`config.mk`:
```
export PLATFORM = sky130hd
export DESIGN_NAME = usb_fs_tx
export DESIGN_NICKNAME = d
export VERILOG_FILES = /design/src/rtl/usb_fs_tx.sv
export SDC_FILE = /design/constraint.sdc
export NUM_CORES = 1
export LEC_CHECK = 0
export ABC_AREA = 1
export BUFFER_PORTS_ARGS = -buffer_cell sky130_fd_sc_hd__buf_4
export CAP_MARGIN = 15
export CELL_PAD_IN_SITES_DETAIL_PLACEMENT = 1
export CELL_PAD_IN_SITES_GLOBAL_PLACEMENT = 1
export CORE_ASPECT_RATIO = 2
export CORE_UTILIZATION = 40
export DETAILED_ROUTE_END_ITERATION = 16
export HOLD_SLACK_MARGIN = 0.15
export PLACE_DENSITY = 0.85
export SYNTH_ARGS = -nofsm -noshare
export SYNTH_HDL_FRONTEND = slang
export SYNTH_SLANG_ARGS = --single-unit
```
`constraint.sdc`:
```
create_clock -name clk -period 2.8 [get_ports clk]
set_input_delay 0.56 -clock clk [delete_from_list [all_inputs] [get_ports clk]]
set_output_delay 0.56 -clock clk [all_outputs]
set_load 0.02 [all_outputs]
```
`src/rtl/usb_fs_tx.sv`:
```
// Full-speed USB line transmitter.
// Accepts packet bytes on a valid/ready stream and drives the D+/D- pair:
// SYNC, LSB-first serialisation, bit stuffing, NRZI encoding and EOP.
module usb_fs_tx #(
  parameter int CLKS_PER_BIT = 4
) (
  input  logic       clk,
  input  logic       reset,
  input  logic [7:0] tx_data,
  input  logic       tx_valid,
  input  logic       tx_last,
  output logic       tx_ready,
  output logic       dp,
  output logic       dn,
  output logic       oe,
  output logic       busy,
  output logic       underrun
);

  localparam int            CW       = (CLKS_PER_BIT > 1) ? $clog2(CLKS_PER_BIT) : 1;
  localparam logic [CW-1:0] CNT_MAX  = CW'(CLKS_PER_BIT - 1);
  localparam logic [7:0]    SYNC_PAT = 8'h80;

  localparam logic [2:0] S_IDLE    = 3'd0;
  localparam logic [2:0] S_SYNC    = 3'd1;
  localparam logic [2:0] S_DATA    = 3'd2;
  localparam logic [2:0] S_EOP_SE0 = 3'd3;
  localparam logic [2:0] S_EOP_J   = 3'd4;

  logic [2:0]    state_q, state_d;
  logic [CW-1:0] cnt_q, cnt_d;       // clk cycles within the current bit period
  logic [2:0]    bit_idx_q, bit_idx_d; // bit of the byte on the line, or EOP SE0 period
  logic [7:0]    shift_q, shift_d;   // shift_q[0] is the data bit on the line
  logic          last_q, last_d;     // current byte closes the packet
  logic [2:0]    ones_q, ones_d;     // consecutive 1 data bits sent so far
  logic          level_q, level_d;   // NRZI level, 1 = J
  logic          dp_q, dp_d;
  logic          dn_q, dn_d;
  logic          oe_q, oe_d;
  logic          busy_q, busy_d;

  logic tick;
  logic in_stream;
  logic byte_end;
  logic need_byte;

  // Emission of one bit period on the line, resolved by the next-state logic.
  logic do_emit;
  logic emit_bit;
  logic emit_stuff;

  assign tick      = (cnt_q == CNT_MAX);
  assign in_stream = (state_q == S_SYNC) || (state_q == S_DATA);
  // A byte is finished when its bit 7 period ends and no stuff bit is still owed.
  assign byte_end  = in_stream && tick && (bit_idx_q == 3'd7) && (ones_q != 3'd6);
  assign need_byte = byte_end && ((state_q == S_SYNC) || !last_q);

  // Handshake and underrun are combinational in the byte-boundary cycle.
  assign tx_ready = !reset && need_byte && tx_valid;
  assign underrun = !reset && need_byte && !tx_valid;

  assign dp   = dp_q;
  assign dn   = dn_q;
  assign oe   = oe_q;
  assign busy = busy_q;

  // Next-state logic: bit timing, shifter, stuffing and line encoding.
  always_comb begin
    // NOTE: every variable gets a default before any branch, so no path can infer a latch.
    state_d    = state_q;
    cnt_d      = (state_q == S_IDLE || tick) ? '0 : cnt_q + CW'(1);
    bit_idx_d  = bit_idx_q;
    shift_d    = shift_q;
    last_d     = last_q;
    ones_d     = ones_q;
    level_d    = level_q;
    dp_d       = dp_q;
    dn_d       = dn_q;
    oe_d       = oe_q;
    busy_d     = busy_q;
    do_emit    = 1'b0;
    emit_bit   = 1'b0;
    emit_stuff = 1'b0;

    case (state_q)
      S_IDLE: begin
        if (tx_valid) begin
          state_d   = S_SYNC;
          shift_d   = SYNC_PAT;
          bit_idx_d = 3'd0;
          last_d    = 1'b0;
          ones_d    = 3'd0;
          oe_d      = 1'b1;
          busy_d    = 1'b1;
          do_emit   = 1'b1;
          emit_bit  = SYNC_PAT[0];
        end
      end

      S_SYNC, S_DATA: begin
        if (tick) begin
          if (ones_q == 3'd6) begin
            // Stuff a 0; the shifter holds so the pending data bit follows.
            do_emit    = 1'b1;
            emit_stuff = 1'b1;
          end else if (bit_idx_q != 3'd7) begin
            bit_idx_d = bit_idx_q + 3'd1;
            shift_d   = {1'b0, shift_q[7:1]};
            do_emit   = 1'b1;
            emit_bit  = shift_q[1];
          end else if (tx_ready) begin
            state_d   = S_DATA;
            shift_d   = tx_data;
            last_d    = tx_last;
            bit_idx_d = 3'd0;
            do_emit   = 1'b1;
            emit_bit  = tx_data[0];
          end else begin
            // Either the last byte is done or the source starved us.
            state_d   = S_EOP_SE0;
            bit_idx_d = 3'd0;
            ones_d    = 3'd0;
            dp_d      = 1'b0;
            dn_d      = 1'b0;
          end
        end
      end

      S_EOP_SE0: begin
        if (tick) begin
          if (bit_idx_q == 3'd1) begin
            state_d   = S_EOP_J;
            bit_idx_d = 3'd0;
            level_d   = 1'b1;
            dp_d      = 1'b1;
            dn_d      = 1'b0;
          end else begin
            bit_idx_d = bit_idx_q + 3'd1;
          end
        end
      end

      S_EOP_J: begin
        if (tick) begin
          state_d = S_IDLE;
          oe_d    = 1'b0;
          busy_d  = 1'b0;
        end
      end

      default: begin
        state_d = S_IDLE;
        oe_d    = 1'b0;
        busy_d  = 1'b0;
        level_d = 1'b1;
        dp_d    = 1'b1;
        dn_d    = 1'b0;
      end
    endcase

    // NRZI: a 0 (data or stuff) toggles the level, a 1 holds it.
    if (do_emit) begin
      level_d = emit_bit ? level_q : !level_q;
      dp_d    = level_d;
      dn_d    = !level_d;
      if (emit_stuff || !emit_bit) ones_d = 3'd0;
      else                         ones_d = ones_q + 3'd1;
    end
  end

  // State registers with synchronous reset back to an idle J line.
  always_ff @(posedge clk) begin
    // NOTE: sequential state uses non-blocking assignments so all registers update together.
    if (reset) begin
      state_q   <= S_IDLE;
      cnt_q     <= '0;
      bit_idx_q <= 3'd0;
      shift_q   <= 8'h00;
      last_q    <= 1'b0;
      ones_q    <= 3'd0;
      level_q   <= 1'b1;
      dp_q      <= 1'b1;
      dn_q      <= 1'b0;
      oe_q      <= 1'b0;
      busy_q    <= 1'b0;
    end else begin
      state_q   <= state_d;
      cnt_q     <= cnt_d;
      bit_idx_q <= bit_idx_d;
      shift_q   <= shift_d;
      last_q    <= last_d;
      ones_q    <= ones_d;
      level_q   <= level_d;
      dp_q      <= dp_d;
      dn_q      <= dn_d;
      oe_q      <= oe_d;
      busy_q    <= busy_d;
    end
  end

endmodule

```
# Word-level counts from Yosys, hierarchy flattened

Cells that the tools add are included.

Equality and inequality tests: 28
Reductions and logical operators: 34
Bitwise operators: 1
Mux-type cells: 67
Add/sub/neg operators: 3

Operators with widths:

| kind                | number |
|---|---|
| $mux 3              | 19 |
| $mux 8              | 5 |
| $mux 1              | 33 |
| $ne 3x3->1 const B  | 10 |
| $ne 2x2->1 const B  | 8 |
| $pmux 8 s2          | 1 |
| $reduce_and 7->1    | 2 |
| $pmux 3 s4          | 1 |
| $reduce_and 6->1    | 2 |
| $reduce_and 5->1    | 2 |
| $eq 3x3->1 const B  | 3 |
| $pmux 1 s3          | 3 |
| $pmux 3 s3          | 1 |
| $logic_and 1x1->1   | 7 |
| $add 3x1->3 const B | 2 |
| $eq 3x1->1 const B  | 2 |
| $eq 3x2->1 const B  | 2 |
| $logic_not 1->1     | 6 |
| $pmux 1 s2          | 3 |
| $pmux 3 s2          | 1 |
| $reduce_and 3->1    | 2 |
| $reduce_bool 3->1   | 2 |
| $reduce_or 2->1     | 3 |
| $logic_or 1x1->1    | 4 |
| 8 further kinds     | 9 |

Output and inout port bits: 6
Bits in registers: 24
Logic and storage cells: 143
Input port bits: 12

# Logic depth before layout (Yosys ltp)

Gate-level depths: netlist of the first run.

Depth in word-level cells: 17
Gate-level depth with buffers: 14
Depth with buffers taken out: 14

# Worst setup path after synthesis of the first run

OpenSTA, ideal clock, no wires.

Path type: reg2out
Start point: register bit_idx_q[0]
End point: output underrun
Data required time: 2.240 ns
Cell stages (with the launch flop): 7
Arrival time: 1.436 ns
Slack: 0.804 ns
Buffers on the path: 0
Path through: dfxtp_1 > ha_1 > ha_1 > nand2_1 > nor2_1 > nand2_2 > nor3_1

Cells in the longest elaborated chain, start to end: 6

Ends and longest elaborated chain:

| item                            | RTL line | text |
|---|---|---|
| start: declaration              | 32       | `logic [2:0] bit_idx_q, bit_idx_d;` |
| start signal: assignment        | 189      | `bit_idx_q <= bit_idx_d;` |
| $eq 3x3->1                      | 55       | `assign byte_end = in_stream && tick && (bit_idx_q == 3'd7) && (ones_q != 3'd6);` |
| $logic_and 1x1->1 (2 in series) | 55       |  |
| $logic_and 1x1->1               | 56       | `assign need_byte = byte_end && ((state_q == S_SYNC) \|\| !last_q);` |
| $logic_and 1x1->1 (2 in series) | 60       | `assign underrun = !reset && need_byte && !tx_valid;` |
| end: declaration                | 17       | `output logic underrun` |

No other way between the ends.

# Worst setup path after layout of the first run

Start point: register bit_idx_q[0]
End point: output tx_ready

Cells in the longest elaborated chain, start to end: 6

Ends and longest elaborated chain:

| item                            | RTL line | text |
|---|---|---|
| $eq 3x3->1                      | 55       |  |
| $logic_and 1x1->1 (2 in series) | 55       |  |
| $logic_and 1x1->1               | 56       |  |
| $logic_and 1x1->1 (2 in series) | 59       | `assign tx_ready = !reset && need_byte && tx_valid;` |
| end: declaration                | 12       | `output logic tx_ready,` |

No other way between the ends.

==> metrics, run 1 <==
status=finished clean; DR iter-0 viols=15; crit-path cells=ha_1 -> ha_1 -> nand2_1 -> nor2_1 -> nand2_2 -> nor2_4 -> nand2_2 -> inv_1 -> buf_4; Syn Area/Cell=6.71 um^2; worst vdd ir=0.459 mV; post-synthesis cell count=199; Logic pwr share=42.2%; die width=42.9 um; commonest non-fill, non-tap cell in the layout=nand2_1; DRC=0; I/O pin cnt=18; standard-cell rows=29; largest family of logic cells by synthesized area=simple AND/OR/NAND/NOR gates; drt wl/cell=15.6 um; Initial Utilization=41.8%; Clk network pwr share=18.2%; hold crit path type=reg2reg; share of cells above drive strength 1=18.1%; Tcrit/Tclk final=85.2%; most frequent cells in the layout=nand2_1 (51), dfxtp_1 (23), inv_1 (22), a21oi_1 (21), buf_4 (19); grt met1 use=24.1%; Max Clk Rate=419 MHz; Sw Pwr=0.518 mW; post-synth cell types=29; number of buffers created by CTS=3; footprint of the multi-input gates=742 um^2; post-DR vias/cell=5.38; number of global-route vias before repair=1480; Final Setup Violations=0; post-synthesis cell area=1340 um^2; RSZ-0062 raised after global routing=no; H-tree Lvls=1; DRT antenna net count=0; P_leak=0.737 nW; global-route met2 utilization=47.5%; Startpoint Class=register; Sink Count=23; Seq cells post-synth=23; sequential cell area=460 um^2; worst path bufs/invs=2; yosys warns=0; most used flip-flop cell after synthesis=dfxtp_1; gr usage total=24.3%; WP data required=2.24 ns; Seq pwr share=39.6%; P_int=0.693 mW; first-pass GRT wire length=6780 um; fill cell count=442; hpwl dp=3100 um; slowest stage cell, crit path=dfxtp_1; largest net degree at the start of global routing=15; Syn Nets=217; Worst Max-Slew Pin Slew=0.321 ns; initial antenna violation count=0; clock slew at reported path FFs=0.09 ns; # diodes=0; setup_tns=0 ns; PwrDens=793 nW/um^2; slew margin rel.=78.4%; detailed-routing iteration count for the pre-antenna-repair pass=4; Final Wtd Congestion=0.868; Max Buffers Root-to-Sink=2; Final Instance Area=1530 um^2; Area growth syn-to-layout=14.2%; Synth area leader=dfxtp_1; Final #Nets=235; die area=3590 um^2; Final min period=2.39 ns; Post-synth ARST share=0%; Setup crit end kind=output pin; CTS root buf=clkbuf_8; clk_skew=0.00402 ns; GR Overflow Total=0; IO Port Bufs=17; Post-synth EDFFs=0; die height=83.7 um; # Post-CTS Setup Buffers=0; crit-path max FO=5; CTS resizes=0; routed vias=1330; cts hold-fix bufs=0; DRT Wirelength=3860 um; WHS=0.431 ns; Post-Synth XOR/XNOR Area=0.655%; critical path class=reg2out; post-synthesis adder-cell area fraction=5.62%; simple-gate share of the synthesized area=34.4%; pins over their slew limit=0; Seq/Total Area, Yosys=34.5%; met3 Resource Use GR=2.16%; post-synthesis compound-gate area fraction=14.9%; Worst EP arrival=1.83 ns; CTS tree=done; layer with the highest usage=met2; Crit path max-delay family=simple AND/OR/NAND/NOR gates; core area=3190 um^2; Area contributors post-synth=dfxtp_1 (34%), nand2_1 (14%), a21oi_1 (7.9%); max incr delay on CP=0.41 ns; Cell Area, Placed=1480 um^2; mux cell area share after synthesis=0%; Yosys top cell area share=34.5%; total of max-cap violations=0; Hold Vio Cnt, Final=0; Clock Latency Late Sink=0.28 ns; Sw Ratio=42.8%
-- final timing paths --
path              slack, ns                        end                       from  cells after the start
hold / removal         0.43        cnt_q[0]$_SDFF_PP0_        cnt_q[0]$_SDFF_PP0_                      1
setup / recovery       0.41                   tx_ready  bit_idx_q[0]$_SDFFE_PP0P_                      9
hold reg to reg        0.43        cnt_q[0]$_SDFF_PP0_        cnt_q[0]$_SDFF_PP0_                      1
setup reg to reg       0.81  bit_idx_q[0]$_SDFFE_PP0P_        cnt_q[0]$_SDFF_PP0_                      9
-- power groups by stage --
stage | logic, mW | clock network, mW | registers, mW
after floorplan | 0.381 | 0 | 0.481
after global placement | 0.485 | 0 | 0.479
after detailed placement | 0.510 | 0 | 0.487
after CTS | 0.515 | 0.221 | 0.480
after global routing | 0.580 | 0.229 | 0.491
final | 0.511 | 0.220 | 0.480
-- cell type report --
class | count | share of cell area [%]
timing repair buffer | 19 | 9.34
tap | 31 | 2.54
clock buffer | 4 | 2.95
inverter | 26 | 6.39
sequential | 23 | 30.2
multi-input combinational | 144 | 48.6
-- synthesized netlist by cell type (3+ instances only) --
cell / count
nand3_1: 10
a21oi_1: 21
dfxtp_1: 23
inv_1: 22
nor2_1: 18
nor3_1: 4
nand2_1: 51
o21ai_0: 7
nand2_4: 3
inv_2: 4
ha_1: 6
o21ai_1: 4
nand2_2: 6
-- routing by layer --
metal | routed length [um] | part of all wire [%] | vias to the layer above
li1 | - | - | 665
met1 | 1370 | 35 | 634
met2 | 2310 | 60 | 20
met3 | 62 | 1.6 | 11
met4 | 124 | 3.2 | 0
met5 | 0 | 0 | -
-- per-stage QoR --
| stage | power, mW | utilization [%] | std cells | worst slack [ns] |
|---|---|---|---|---|
| 6_report | 1.21 | 47.8 | 247 | 0.414 |
| 5_1_grt | 1.30 | 47.8 | 247 | 0.342 |
| 4_1_cts | 1.22 | 47.8 | 247 | 0.444 |
| 3_5_place_dp | 0.997 | 46.4 | 243 | 0.682 |
| 3_3_place_gp | 0.964 | 46.4 | 243 | 0.706 |
| 2_1_floorplan | 0.862 | - | 199 | 0.804 |
-- cell families after synthesis --
kind of cell	Yosys count
AO/OA/AOI/OAI	37
XOR/XNOR	1
adder cells (fa/ha/maj)	6
buffers and inverters	32
flip-flops	23
AND/OR/NAND/NOR	100
-- state kept, by name, summed over array words and instances, names as in the netlist --
register	flops
shift_q	7
busy	1
dn	1
dp	1
last_q	1
level_q	1
cnt_q	2
bit_idx_q	3
state_q	3
ones_q	3
No activity file was read; power rests on OpenSTA's default activity.
==> run 2: changes to the inputs <==
clock period = 2.45 ns   (was 2.8 ns; I/O delays follow)
==> metrics, run 2 (same netlist as run 1, synthesis figures left out) <==
crit-path max FO=5 (unchanged); min-delay src=cnt_q[0]$_SDFF_PP0_ (unchanged); Initial Utilization=41.8% (unchanged); clock slew at reported path FFs=0.09 ns (about the same); Cell Area, Placed=1480 um^2 (unchanged); DRT antenna net count=0 (unchanged); die width=42.9 um (unchanged); WP depth=10 (was 9); I/O pin cnt=18 (unchanged); core area=3190 um^2 (unchanged); total of max-cap violations=0 (unchanged); WP data required=1.96 ns (was 2.24 ns); Final Instance Area=1530 um^2 (unchanged); Startpoint Class=register (unchanged); H-tree Lvls=1 (unchanged); # Post-CTS Setup Buffers=0 (unchanged); initial antenna violation count=0 (unchanged); crit-path cells=inv_1 -> ha_1 -> nand2_1 -> inv_1 -> nor2_1 -> nand2_2 -> nor2_4 -> nand2_2 -> inv_1 -> buf_4 (was ha_1 -> ha_1 -> nand2_1 -> nor2_1 -> nand2_2 -> nor2_4 -> nand2_2 -> inv_1 -> buf_4); Clock Latency Late Sink=0.27 ns (was 0.28 ns); DR iter-0 viols=30 (was 15); Final Setup Violations=0 (unchanged); routed vias=1349 (was 1330); share of cells above drive strength 1=18.1% (unchanged); Max Clk Rate=439 MHz; Worst Max-Slew Pin Slew=0.329 ns (was 0.321 ns); hpwl dp=2980 um (was 3100 um); post-place setup slack=0.475 ns (was 0.682 ns); clk_skew=0.00409 ns (was 0.00402 ns); worst r2r src=bit_idx_q[0]$_SDFFE_PP0P_ (was cnt_q[0]$_SDFF_PP0_); non-filler instance count after layout=247 (unchanged); CTS tree=done (unchanged); P_leak=0.737 nW (unchanged); number of buffers created by CTS=3 (unchanged); number of global-route vias before repair=1463 (was 1480); setup ws final=0.172 ns (was 0.414 ns); die area=3590 um^2 (unchanged); Max Buffers Root-to-Sink=2 (unchanged); final core occ=47.8% (unchanged); Final Wtd Congestion=0.842 (was 0.868); Final #Nets=235 (unchanged); DRC=0 (unchanged); detailed-routing iteration count for the pre-antenna-repair pass=4 (unchanged); setup_tns=0 ns (unchanged); Sink Count=23 (unchanged); Worst EP arrival=1.79 ns (was 1.83 ns); PwrDens=900 nW/um^2 (was 793 nW/um^2); slowest stage cell, crit path=dfxtp_1 (unchanged); gr usage total=22.6% (was 24.3%); RSZ-0062 raised after global routing=no (unchanged); flip-flop count of the largest register after layout=7 (unchanged); die height=83.7 um (unchanged); slew margin rel.=77.9% (was 78.4%); IO Port Bufs=17 (unchanged); worst path bufs/invs=4 (was 2); Reg with most FFs=shift_q (unchanged); Final min period=2.28 ns; post-DR vias/cell=5.46 (was 5.38); largest net degree at the start of global routing=15 (unchanged); worst vdd ir=0.440 mV (was 0.459 mV); max incr delay on CP=0.36 ns (was 0.41 ns); R2R cell count=9 (unchanged); GR Overflow Total=0 (unchanged); standard-cell rows=29 (unchanged); status=finished clean (unchanged); Setup crit end kind=output pin (unchanged); CP Launch Point=ones_q[0]$_SDFFE_PP0P_ (was bit_idx_q[0]$_SDFFE_PP0P_); first-pass GRT wire length=6180 um (was 6780 um); Tcrit/Tclk final=93.0%; # diodes=0 (unchanged); Hold Vio Cnt, Final=0 (unchanged); CTS resizes=0 (unchanged); drt wl/cell=15.1 um (was 15.6 um); Area growth syn-to-layout=14.2% (unchanged); commonest non-fill, non-tap cell in the layout=nand2_1 (unchanged); hold depth=1 (unchanged); critical path class=reg2out (unchanged); hold crit path type=reg2reg (unchanged); CTS root buf=clkbuf_8 (unchanged); dpl cells=243 (unchanged); Crit path max-delay family=simple AND/OR/NAND/NOR gates (unchanged); pins over their slew limit=0 (unchanged); DRT Wirelength=3740 um (was 3860 um); cts hold-fix bufs=0 (unchanged); most frequent CP cell=inv_1; most frequent cells in the layout=nand2_1 (51), dfxtp_1 (23), inv_1 (22), a21oi_1 (21), buf_4 (19) (unchanged)
run 2: final timing paths:
path                        endpoint  slack [ns]
max                         tx_ready        0.17
min              cnt_q[0]$_SDFF_PP0_        0.43
max reg2reg  state_q[0]$_SDFFE_PP0P_        0.53
min reg2reg      cnt_q[0]$_SDFF_PP0_        0.43
run 2: power breakdown:
group | switching (mW) | total [mW] | internal [mW]
clock network | 0.134 | 0.251 | 0.117
logic | 0.380 | 0.577 | 0.197
registers | 0.0684 | 0.546 | 0.478
total | 0.583 | 1.37 | 0.792
run 2: area by class of cell:
| type | count | area, um^2 |
|---|---|---|
| repair buffers | 19 | 143 |
| well taps | 31 | 38.8 |
| inverters | 26 | 97.6 |
| fillers | 446 | 1670 |
| clock buffers | 4 | 45.0 |
| flip-flops and latches | 23 | 460 |
| multi-input cells | 144 | 742 |
run 2: per-layer routing:
metal	global-route usage, %	wire length [um]	share of wire, %
met5	0	0	0
met4	13.9	202	5.4
met3	2.81	62	1.7
met2	43.0	2130	57
met1	20.9	1350	36
run 2: stage by stage:
stage          hold slack, ns  total power, mW
2_1_floorplan           0.398            0.985
3_3_place_gp            0.408             1.09
3_5_place_dp            0.423             1.13
4_1_cts                 0.436             1.38
5_1_grt                 0.451             1.47
6_report                0.434             1.37
==> run 3: changes to the inputs <==
CORE_ASPECT_RATIO = 0.7   (was 2)
==> metrics, run 3 (same netlist as run 1, synthesis figures left out) <==
Final Setup Violations=0 (unchanged); die height=50.4 um (was 83.7 um); hpwl dp=2870 um (was 2980 um); Final min period=2.26 ns (was 2.28 ns); critical path class=reg2out (unchanged); DRT antenna net count=0 (unchanged); Final Wtd Congestion=0.957 (was 0.842); crit-path cells=inv_1 -> ha_1 -> nand2_1 -> inv_1 -> nor2_1 -> nand2_2 -> nor2_4 -> nand2_2 -> inv_1 -> buf_4 (unchanged); commonest non-fill, non-tap cell in the layout=nand2_1 (unchanged); Cell Area, Placed=1490 um^2 (was 1480 um^2); # diodes=0 (unchanged); Final Instance Area=1540 um^2 (was 1530 um^2); clock slew at reported path FFs=0.09 ns (about the same); non-filler instance count after layout=254 (was 247); I/O pin cnt=18 (unchanged); Area growth syn-to-layout=15.2% (was 14.2%); fill cell count=430 (was 446); CTS tree=done (unchanged); most frequent CP cell=inv_1 (unchanged); Max Buffers Root-to-Sink=2 (unchanged); pins over their slew limit=0 (unchanged); PwrDens=895 nW/um^2 (was 900 nW/um^2); largest net degree at the start of global routing=15 (unchanged); die width=71.1 um (was 42.9 um); number of global-route vias before repair=1348 (was 1463); Clock Latency Late Sink=0.27 ns (about the same); max incr delay on CP=0.37 ns (was 0.36 ns); H-tree Lvls=1 (unchanged); detailed-routing iteration count for the pre-antenna-repair pass=6 (was 4); DRC=0 (unchanged); worst vdd ir=0.391 mV (was 0.440 mV); crit-path max FO=5 (unchanged); sequential cell area=460 um^2 (unchanged); GR Overflow Total=0 (unchanged); dpl cells=250 (was 243); post-place setup slack=0.495 ns (was 0.475 ns); Final #Nets=235 (unchanged); total power=1.38 mW (was 1.37 mW); slew margin rel.=78.6% (was 77.9%); first-pass GRT wire length=6320 um (was 6180 um); initial antenna violation count=0 (unchanged); Reg with most FFs=shift_q (unchanged); DRT Wirelength=3630 um (was 3740 um); Startpoint Class=register (unchanged); setup_tns=0 ns (unchanged); P_leak=0.736 nW (was 0.737 nW); Sink Count=23 (unchanged); Crit path max-delay family=simple AND/OR/NAND/NOR gates (unchanged); hold crit path type=reg2reg (unchanged); Setup crit end kind=output pin (unchanged); footprint of the multi-input gates=742 um^2 (unchanged); RSZ-0062 raised after global routing=no (unchanged); Max Clk Rate=443 MHz (was 439 MHz); CTS root buf=clkbuf_8 (unchanged); number of buffers created by CTS=3 (unchanged); WP data required=1.96 ns (about the same); most frequent cells in the layout=nand2_1 (51), dfxtp_1 (23), inv_1 (22), a21oi_1 (21), buf_4 (19) (unchanged); gr usage total=23.4% (was 22.6%); setup ws final=0.191 ns (was 0.172 ns); die area=3580 um^2 (was 3590 um^2); DR iter-0 viols=107 (was 30); cts hold-fix bufs=0 (unchanged); CTS resizes=0 (unchanged); Initial Utilization=42.2% (was 41.8%); share of cells above drive strength 1=18.5% (was 18.1%); status=finished clean (unchanged); worst path bufs/invs=4 (unchanged); standard-cell rows=17 (was 29); Worst EP arrival=1.77 ns (was 1.79 ns); Hold Vio Cnt, Final=0 (unchanged); IO Port Bufs=17 (unchanged); post-DR vias/cell=5.12 (was 5.46); # Post-CTS Setup Buffers=0 (unchanged); Tcrit/Tclk final=92.2% (was 93.0%); routed vias=1300 (was 1349); total of max-cap violations=0 (unchanged); drt wl/cell=14.3 um (was 15.1 um); clk_skew=0.00417 ns (was 0.00409 ns); core area=3170 um^2 (was 3190 um^2); slowest stage cell, crit path=dfxtp_1 (unchanged); flip-flop count of the largest register after layout=7 (unchanged); Worst Max-Slew Pin Slew=0.320 ns (was 0.329 ns)
-- run 3: per-layer routing --
metal  wire length, um  track usage (%)
met5                 0                0
met1              1770             30.4
met2              1700             39.6
met3                92             4.82
met4                65             7.00
-- run 3: final timing paths --
kind                     startpoint                         to  slack [ns]  depth (start not counted)
max          ones_q[0]$_SDFFE_PP0P_                   tx_ready        0.19                         10
min             cnt_q[0]$_SDFF_PP0_        cnt_q[0]$_SDFF_PP0_        0.43                          1
max reg2reg     cnt_q[0]$_SDFF_PP0_  bit_idx_q[0]$_SDFFE_PP0P_        0.54                          9
min reg2reg     cnt_q[0]$_SDFF_PP0_        cnt_q[0]$_SDFF_PP0_        0.43                          1
-- run 3: cell type report --
class	count	share of cell area, %
clock inverters	1	0.488
flip-flops and latches	23	29.9
well taps	38	3.09
multi-input cells	144	48.2
clock buffers	3	2.68
repair buffers	19	9.27
inverters	26	6.34
-- run 3: power breakdown --
group	switching, mW	internal (mW)	leakage [nW]	total [mW]
registers	0.0659	0.478	0.189	0.544
logic	0.385	0.197	0.526	0.582
clock network	0.136	0.116	0.0217	0.251
total	0.586	0.790	0.736	1.38
-- run 3: stage by stage --
stage	util (%)	hold slack (ns)
2_1_floorplan	-	0.398
3_3_place_gp	47.0	0.408
3_5_place_dp	47.0	0.417
4_1_cts	48.6	0.430
5_1_grt	48.6	0.444
6_report	48.6	0.426
